[src/rtl/bcd_operand_entry_if.sv]
// Write port toward operand storage: one-cycle strobe, address = operand index.
interface bcd_operand_entry_if #(
    parameter int AW = 1,
    parameter int DW = 16
);
    logic          wr_en;
    logic [AW-1:0] wr_addr;
    logic [DW-1:0] wr_data;

    modport master (output wr_en, output wr_addr, output wr_data);
    modport slave  (input  wr_en, input  wr_addr, input  wr_data);
endinterface

[src/rtl/bcd_operand_entry.sv]
// Push-button operand entry: debounced buttons edit BCD operands, each edit is
// converted to two's complement and written out on the storage interface.

// Per-button debouncer; press is a one-cycle pulse on an accepted 0->1 change.
module bcd_operand_entry_db #(
    parameter int CYCLES = 4
) (
    input  logic clk,
    input  logic reset,
    input  logic raw,
    output logic press
);
    localparam int CNTW = $clog2(CYCLES);

    logic [CNTW-1:0] cnt;
    logic            lvl;

    // Count consecutive cycles where raw disagrees with the accepted level.
    always_ff @(posedge clk) begin
        if (reset) begin
            cnt   <= '0;
            lvl   <= 1'b0;
            press <= 1'b0;
        end else begin
            press <= 1'b0;
            if (raw == lvl) begin
                cnt <= '0;
            end else if (cnt == CNTW'(CYCLES - 1)) begin
                lvl   <= raw;
                cnt   <= '0;
                press <= raw;
            end else begin
                cnt <= cnt + 1'b1;
            end
        end
    end
endmodule

module bcd_operand_entry #(
    parameter int NUM_DIGITS      = 3,
    parameter int NUM_OPERANDS    = 2,
    parameter int DATA_WIDTH      = 16,
    parameter int DEBOUNCE_CYCLES = 1000000,
    localparam int CW = $clog2(NUM_DIGITS + 1),
    localparam int SW = (NUM_OPERANDS > 1) ? $clog2(NUM_OPERANDS) : 1
) (
    input  logic                    clk,
    input  logic                    reset,
    input  logic                    bt_C,
    input  logic                    bt_U,
    input  logic                    bt_D,
    input  logic                    bt_L,
    input  logic                    bt_R,
    output logic [4*NUM_DIGITS-1:0] digits_out,
    output logic                    sign_out,
    output logic [CW-1:0]           cursor_out,
    output logic [SW-1:0]           operand_sel,
    output logic [DATA_WIDTH-1:0]   value_out,
    output logic                    busy,
    bcd_operand_entry_if.master     wr
);
    localparam longint MAX_MAG = longint'(10 ** NUM_DIGITS) - 1;
    localparam longint MAX_POS = (longint'(1) <<< (DATA_WIDTH - 1)) - 1;

    generate
        if (MAX_MAG > MAX_POS) begin : g_width_err
            $error("DATA_WIDTH too small for NUM_DIGITS");
        end
    endgenerate

    localparam logic [1:0] S_IDLE  = 2'd0;
    localparam logic [1:0] S_CONV  = 2'd1;
    localparam logic [1:0] S_SIGN  = 2'd2;
    localparam logic [1:0] S_WRITE = 2'd3;

    // Button order: 4=C, 3=L, 2=R, 1=U, 0=D.
    logic [4:0] raw, press;
    assign raw = {bt_C, bt_L, bt_R, bt_U, bt_D};

    generate
        for (genvar i = 0; i < 5; i++) begin : g_db
            bcd_operand_entry_db #(.CYCLES(DEBOUNCE_CYCLES)) u_db (
                .clk   (clk),
                .reset (reset),
                .raw   (raw[i]),
                .press (press[i])
            );
        end
    endgenerate

    logic [NUM_OPERANDS-1:0][4*NUM_DIGITS-1:0] bank;
    logic [NUM_OPERANDS-1:0]                   sgn;
    logic [NUM_OPERANDS-1:0][DATA_WIDTH-1:0]   vbank;
    logic [CW-1:0]         cursor, dsel, di;
    logic [SW-1:0]         sel, next_sel, conv_op;
    logic [1:0]            state;
    logic [DATA_WIDTH-1:0] acc, res;
    logic [3:0]            cur_dig, conv_dig;
    logic                  at_sign, idle;
    logic                  do_c, do_l, do_r, do_u, do_d;
    logic [4:0]            act;

    assign idle     = (state == S_IDLE);
    assign act      = press & {5{idle}};
    assign do_c     = act[4];
    assign do_l     = !act[4] && act[3];
    assign do_r     = (act[4:3] == 2'b00) && act[2];
    assign do_u     = (act[4:2] == 3'b000) && act[1];
    assign do_d     = (act[4:1] == 4'b0000) && act[0];

    assign at_sign  = (cursor == CW'(NUM_DIGITS));
    assign dsel     = at_sign ? '0 : cursor;
    assign cur_dig  = bank[sel][4*dsel +: 4];
    assign next_sel = (sel == SW'(NUM_OPERANDS - 1)) ? '0 : sel + 1'b1;
    assign conv_dig = bank[conv_op][4*di +: 4];
    // Negative zero collapses to 0.
    assign res      = (sgn[conv_op] && acc != '0) ? -acc : acc;

    // Cursor / operand select / digit and sign edits, one winner per cycle.
    always_ff @(posedge clk) begin
        if (reset) begin
            bank   <= '0;
            sgn    <= '0;
            cursor <= '0;
            sel    <= '0;
        end else if (do_c) begin
            sel    <= next_sel;
            cursor <= '0;
        end else if (do_l) begin
            cursor <= at_sign ? '0 : cursor + 1'b1;
        end else if (do_r) begin
            cursor <= (cursor == '0) ? CW'(NUM_DIGITS) : cursor - 1'b1;
        end else if (do_u || do_d) begin
            if (at_sign)
                sgn[sel] <= ~sgn[sel];
            else if (do_u)
                bank[sel][4*dsel +: 4] <= (cur_dig == 4'd9) ? 4'd0 : cur_dig + 4'd1;
            else
                bank[sel][4*dsel +: 4] <= (cur_dig == 4'd0) ? 4'd9 : cur_dig - 4'd1;
        end
    end

    // Converter: MSD-first acc*10+digit, sign fix-up, then one write cycle.
    always_ff @(posedge clk) begin
        if (reset) begin
            state      <= S_IDLE;
            acc        <= '0;
            di         <= '0;
            conv_op    <= '0;
            vbank      <= '0;
            wr.wr_addr <= '0;
            wr.wr_data <= '0;
        end else begin
            case (state)
                S_IDLE: if (do_c || do_u || do_d) begin
                    state   <= S_CONV;
                    acc     <= '0;
                    di      <= CW'(NUM_DIGITS - 1);
                    conv_op <= do_c ? next_sel : sel;
                end
                S_CONV: begin
                    acc <= acc * DATA_WIDTH'(10) + DATA_WIDTH'(conv_dig);
                    if (di == '0) state <= S_SIGN;
                    else          di    <= di - 1'b1;
                end
                S_SIGN: begin
                    wr.wr_data     <= res;
                    wr.wr_addr     <= conv_op;
                    vbank[conv_op] <= res;
                    state          <= S_WRITE;
                end
                default: state <= S_IDLE;
            endcase
        end
    end

    assign wr.wr_en    = (state == S_WRITE);
    assign busy        = !idle;
    assign digits_out  = bank[sel];
    assign sign_out    = sgn[sel];
    assign cursor_out  = cursor;
    assign operand_sel = sel;
    assign value_out   = vbank[sel];
endmodule
[src/flat_wrapper.sv]
// flat-port wrapper written by rule: the top's interface ports become plain ports
module bcd_operand_entry_flat 
#(
    parameter int NUM_DIGITS      = 3,
    parameter int NUM_OPERANDS    = 2,
    parameter int DATA_WIDTH      = 16,
    parameter int DEBOUNCE_CYCLES = 1000000,
    localparam int CW = $clog2(NUM_DIGITS + 1),
    localparam int SW = (NUM_OPERANDS > 1) ? $clog2(NUM_OPERANDS) : 1
)
  (clk, reset, bt_C, bt_U, bt_D, bt_L, bt_R, digits_out, sign_out, cursor_out, operand_sel, value_out, busy, wr_wr_en, wr_wr_addr, wr_wr_data);
  bcd_operand_entry_if wr_i ();
  input  logic clk;
  input  logic reset;
  input  logic bt_C;
  input  logic bt_U;
  input  logic bt_D;
  input  logic bt_L;
  input  logic bt_R;
  output logic [4*NUM_DIGITS-1:0] digits_out;
  output logic sign_out;
  output logic [CW-1:0] cursor_out;
  output logic [SW-1:0] operand_sel;
  output logic [DATA_WIDTH-1:0] value_out;
  output logic busy;
  output wire logic [$bits(wr_i.wr_en)-1:0] wr_wr_en;
  output wire logic [$bits(wr_i.wr_addr)-1:0] wr_wr_addr;
  output wire logic [$bits(wr_i.wr_data)-1:0] wr_wr_data;
  assign wr_wr_en = wr_i.wr_en;
  assign wr_wr_addr = wr_i.wr_addr;
  assign wr_wr_data = wr_i.wr_data;
  bcd_operand_entry #(.NUM_DIGITS(NUM_DIGITS), .NUM_OPERANDS(NUM_OPERANDS), .DATA_WIDTH(DATA_WIDTH), .DEBOUNCE_CYCLES(DEBOUNCE_CYCLES)) u_core (.clk(clk), .reset(reset), .bt_C(bt_C), .bt_U(bt_U), .bt_D(bt_D), .bt_L(bt_L), .bt_R(bt_R), .digits_out(digits_out), .sign_out(sign_out), .cursor_out(cursor_out), .operand_sel(operand_sel), .value_out(value_out), .busy(busy), .wr(wr_i));
endmodule
[config.mk]
export PLATFORM = sky130hd
export DESIGN_NAME = bcd_operand_entry_flat
export DESIGN_NICKNAME = d
export VERILOG_FILES = /design/src/rtl/bcd_operand_entry_if.sv /design/src/rtl/bcd_operand_entry.sv /design/src/flat_wrapper.sv
export SDC_FILE = /design/constraint.sdc
export NUM_CORES = 1
export LEC_CHECK = 0
export CAP_MARGIN = 25
export CORE_MARGIN = 4
export CORE_UTILIZATION = 34
export DETAILED_ROUTE_END_ITERATION = 7
export PLACE_DENSITY = 0.62
export SLEW_MARGIN = 20
export SYNTH_ARGS = -nofsm -noshare
export SYNTH_HDL_FRONTEND = slang
export SYNTH_SLANG_ARGS = --single-unit
[constraint.sdc]
create_clock -name clk -period 3.1 [get_ports clk]
set_input_delay 0.31 -clock clk [delete_from_list [all_inputs] [get_ports clk]]
set_output_delay 0.31 -clock clk [all_outputs]
set_load 0.02 [all_outputs]
# Word-level counts from Yosys, hierarchy flattened
# Index checks and enable logic that the tools add are counted.
# op_classes
addsub	14
multipliers	1
div_mod_pow	0
order_cmp	4
eq_ne	18
shift	5
mux	39
bitwise_logic	16
reduce_logical	44
# ops
op	count
20-bit by 1-bit adder with 20-bit output (second input constant)	5
20-bit equality test (second input constant)	5
16-bit two-way mux	5
4-bit by 34-bit variable part select with 12-bit output	2
12-bit two-way mux	5
24-bit bitwise mux	2
4-bit negator with 34-bit output	1
4-bit by 34-bit variable shift with 12-bit output (first input constant)	1
32-bit bitwise mux	1
16-bit case mux with 2 select lines	1
3-bit OR reduction	10
24-bit two-way mux	1
12-bit by 5-bit variable part select with 4-bit output	2
2-bit two-way mux	9
16-bit by 4-bit adder with 16-bit output	1
16-bit demux with 1-bit select	1
16-bit by 3-bit multiplier with 15-bit output (second input constant)	1
16-bit negator	1
2-bit AND reduction	8
16-bit nonzero test	1
1-bit inverter	15
12-bit demux with 1-bit select	1
5-bit AND reduction	2
2-bit logical NOT	4
28 further kinds	56
# totals
reg_bits	209
latch_bits	0
ramBits	0
rom_bits	0
memories	0

# Depth between registers and ports, before layout
# logic_depth
ltp_word	8
depth_mapped	13
ltp_nobuf	12

# Cells and area by module
# A second synthesis with hierarchy kept.
# hier_totals
cells_unflattened	1259
hier_area_um2	11169.5
# modules_own_cells
mod	n_inst	cells_per_inst	area_each_um2	seq_area_each_um2
bcd_operand_entry	1	690	6013.3	1981.9
bcd_operand_entry_db at u_core.g_db[0].u_db ...	4	113	1037.2	440.4
bcd_operand_entry_db at u_core.g_db[4].u_db	1	117	1007.2	440.4

# Worst setup path before layout
# OpenSTA, ideal clock, no wires.
# synth_timing
path_type	reg-to-reg
startpoint	register u_core.di[0]
endpoint	register u_core.acc[7]
arrival_ps	2779
required_ps	2972
slack_ps	194
stages_incl_launch_ff	13
path_buffers	1
period_less_slack_ps	2906
cell_sequence	dfxtp_1 -> clkbuf_1 -> mux4_2 -> nand2_1 -> o21ai_0 -> ha_1 -> fa_1 -> a21o_1 -> and2_1 -> and3_1 -> xor2_1 -> a22oi_1 -> nor2_1
# synth_between
elab_chain_len	3
# synth_rtl
element	line	text
start: declaration	bcd_operand_entry.sv:94	logic [CW-1:0] cursor, dsel, di;
start signal: assignment	bcd_operand_entry.sv:158	di <= CW'(NUM_DIGITS - 1);
start signal: assignment	bcd_operand_entry.sv:164	else di <= di - 1'b1;
12-bit by 5-bit variable part select with 4-bit output	bcd_operand_entry.sv:115	assign conv_dig = bank[conv_op][4*di +: 4];
16-bit by 4-bit adder with 16-bit output	bcd_operand_entry.sv:162	acc <= acc * DATA_WIDTH'(10) + DATA_WIDTH'(conv_dig);
16-bit case mux with 2 select lines	bcd_operand_entry.sv:154	case (state)
end signal: assignment	bcd_operand_entry.sv:162	
end: declaration	bcd_operand_entry.sv:97	logic [DATA_WIDTH-1:0] acc, res;
# No other way between the ends.
# A chain may end at the register's enable or synchronous reset.

# Final worst setup path
# layout_timing
startpoint	register u_core.acc[5]
endpoint	register u_core.acc[15]
# layout_between
elab_chain_len	3
# layout_rtl
element	line
16-bit by 3-bit multiplier with 15-bit output	bcd_operand_entry.sv:162
16-bit by 4-bit adder with 16-bit output	bcd_operand_entry.sv:162
16-bit case mux with 2 select lines	bcd_operand_entry.sv:154
# No other way between the ends.

==> results.json <==
{
  "worstPathCellList": "ha_1 -> ha_1 -> a211oi_1 -> o21a_1 -> o31ai_1 -> a311oi_1 -> buf_4 -> nor2_1 -> a2111o_1 -> nand3_1",
  "dp_hpwl_mm": 16.5,
  "fin_crit_ns": 2.93,
  "grt_pass1_vias": 8130,
  "grt_overflow": 0,
  "clk_path_buf_depth": 3,
  "startpoint": "u_core.acc[5]",
  "max_cap_viol_count": 0,
  "fin_nets": 1329,
  "top_layer_used": "met4",
  "tns_ns": 0,
  "async_flop_share_pct": 0,
  "viasPerCell": 5.01,
  "worstReg2RegStart": "u_core.acc[5]",
  "yosys-top-cells-count": "222 x nor2_1, 209 x dfxtp_1, 95 x nand2_1",
  "synth-edff-count": 0,
  "hold_path_depth": 2,
  "drive_gt1_share_pct": 11.4,
  "syn-instance-count": 1204,
  "ir_drop_v": 0.000369,
  "drc": 0,
  "area_delta_synth_final_pct": 19.8,
  "met1_length_mm": 11.2,
  "synthFlopType": "dfxtp_1",
  "clk_pin_slew_ns": 0.06,
  "synth_nets": 1258,
  "hp-start": "reset",
  "die_w_um": 185,
  "r2r_cells": 10,
  "ys_ff_latch": 209,
  "cp-end-kind": "flip-flop",
  "whs_endpoint": "u_core.g_db[4].u_db.lvl",
  "cts-root-buf": "clkbuf_16",
  "antenna_left": 0,
  "clock_latency_ns": 0.52,
  "arrival_ns": 3.38,
  "critPathMaxStageDelay_ns": 0.43,
  "cpMostUsedCell": "ha_1",
  "io_pins": 58,
  "tightest_slew_ns": 0.750,
  "regArea_um2": 4190,
  "wl_met3_um": 896,
  "power_leakage_nw": 4.51,
  "min-delay-path-class": "in2reg",
  "synth_cell_types": 70,
  "synth_top_area_share_pct": 39.5,
  "io_buffer_count": 57,
  "yosysTopAreaCell": "dfxtp_1",
  "drtIter0Drc": 465,
  "skew_ns": 0.0112,
  "ff2ff_setup_slack_ns": 0.17,
  "fin_util_pct": 41.4,
  "rsz0062_at_grt": "no",
  "status": "complete, no violations",
  "maxSlewViolCount": 0,
  "placed_cells": 1643,
  "grt_first_pass_wirelength_mm": 39.2,
  "cts_max_level": 1,
  "multi_input_area_um2": 6170,
  "start_util_pct": 34.5,
  "routed_wl_mm": 23.3,
  "grtUsageTotal_pct": 13.4,
  "r2r-end": "u_core.acc[15]",
  "cpMaxStageDelayCell": "dfxtp_1",
  "finalCritPeriodShare_pct": 94.5,
  "cts.sinks": 209,
  "dr_wl_met2_mm": 10.6,
  "cp_data_required_time_ns": 3.55,
  "fill_cells": 3024,
  "ys_seq_area_share_pct": 39.5,
  "cts_tree": "done",
  "grt_max_degree": 62,
  "startpoint_type": "flip-flop",
  "cts_buffers": 25,
  "design.die.area_um2": 34000,
  "drtPass1Iterations": 4,
  "via_count": 8471,
  "fmax_mhz": 341,
  "wire_per_inst_um": 13.8,
  "synth_area_per_cell_um2": 8.80,
  "synth_area_leaders": "dfxtp_1 39%, nor2_1 7.9%, xor2_1 5.7%",
  "hold_viol_final": 0,
  "setup_viol": 0,
  "path_max_fanout": 8,
  "crit_type": "reg2reg",
  "die_h_um": 185,
  "fin_cells": 1690,
  "diodes": 0,
  "power_density_nw_per_um2": 497,
  "rows": 64,
  "syn_area_um2": 10600,
  "slew_headroom_pct": 50.0,
  "synth_warnings": 0,
  "yosysMostFrequentCell": "nor2_1",
  "antenna_found_initial": 0,
  "gp_congestion": 0.821,
  "core_area_um2": 30700
}
[repair_timing]
action	CTS	global route
setup buffers	0	1
endpoints found under the setup margin	0	25
resized for setup	0	12
hold buffers	0	0
[flip-flops by register name, indices dropped and copies added (netlist names)]
signal                  cells
u_core.g_db.u_db.lvl        5
u_core.cursor_out           2
u_core.bank                24
u_core.state                2
u_core.g_db.u_db.cnt      100
u_core.di                   2
u_core.sgn                  2
u_core.conv_op              1
u_core.operand_sel          1
u_core.wr.wr_addr           1
u_core.wr.wr_data          16
u_core.acc                 16
u_core.g_db.u_db.press      5
u_core.vbank               32
[layout by cell type, fill, tap and decap left out, drive strengths merged, types with 3 or more instances in the layout]
| master | instances |
|---|---|
| a211oi | 49 |
| a21boi | 3 |
| a21o | 4 |
| a21oi | 44 |
| a22oi | 17 |
| a311oi | 3 |
| and2 | 7 |
| and3 | 20 |
| and4 | 3 |
| buf | 32 |
| bufinv | 5 |
| clkbuf | 36 |
| clkdlybuf4s50 | 56 |
| dfxtp | 209 |
| ha | 45 |
| inv | 34 |
| mux2 | 29 |
| mux2i | 17 |
| mux4 | 8 |
| nand2 | 96 |
| nand2b | 11 |
| nand3 | 50 |
| nand3b | 10 |
| nand4 | 19 |
| nor2 | 224 |
| nor2b | 5 |
| nor3 | 14 |
| nor3b | 5 |
| nor4 | 15 |
| nor4b | 5 |
| o211ai | 3 |
| o21ai | 22 |
| o31ai | 4 |
| o41ai | 10 |
| or2 | 5 |
| or3 | 22 |
| or3b | 4 |
| or4 | 3 |
| xnor2 | 56 |
| xor2 | 69 |
[critical path, delay by kind of cell, from the launching register on]
kind | cells | cell delay, ns
adders and majority gates | 2 | 0.68
buffers and inverters | 1 | 0.19
and+or+nand+nor | 2 | 0.13
DFF | 1 | 0.43
AOI/OAI and AO/OA | 5 | 1.43
[per-layer routing]
| metal | up-vias | global-route usage, % |
|---|---|---|
| met2 | 124 | 21.9 |
| li1 | 4346 | - |
| met4 | 0 | 3.73 |
| met5 | - | 0 |
| met3 | 36 | 2.17 |
| met1 | 3965 | 18.3 |
[worst max path at each step]
stage / cells past startpoint / slack (ns) / end
3_3_place_gp: 10 / 0.17 / u_core.acc[13]
4_1_cts: 10 / 0.06 / u_core.acc[13]
5_1_grt: 10 / 0.008 / u_core.acc[15]
3_5_place_dp: 10 / 0.07 / u_core.acc[13]
2_1_floorplan: 12 / 0.19 / u_core.acc[7]
6_report: 10 / 0.17 / u_core.acc[15]
[power breakdown]
| part | switching [W] | total, W | internal, W | leakage (nW) |
|---|---|---|---|---|
| Clock | 0.00113 | 0.00318 | 0.00205 | 0.446 |
| Combinational | 0.000252 | 0.000381 | 0.000128 | 2.38 |
| Sequential | 0.0000243 | 0.00275 | 0.00272 | 1.68 |
| Total | 0.00141 | 0.00631 | 0.00490 | 4.51 |
[cells by family after synthesis]
kind of cell	synth area share (%)
xor+xnor	10.3
buf+inv	2.81
flops	39.5
simple gates	23.2
mux	6.43
fa+ha+maj	5.69
compound gates	12.0
[final cells by class]
type / instances / share of cell area, %
clock buffers: 36 / 5.73
clock inverters: 10 / 1.48
inverters: 32 / 0.946
multi-input cells: 919 / 48.7
flip-flops and latches: 209 / 33.0
well taps: 396 / 3.90
repair buffers: 88 / 6.31
[metrics by stage]
step	area [um2]	worst slack (ns)	hold WS (ns)	power [W]
final	12700	0.169	0.294	0.00631
after global routing	12700	0.00806	0.309	0.00654
after detailed placement	11700	0.0651	0.456	0.00319
after floorplan	10600	0.194	0.426	0.00306
after CTS	12600	0.0557	0.292	0.00639
after global placement	11700	0.166	0.445	0.00318
(Power assumes the default switching activity.)
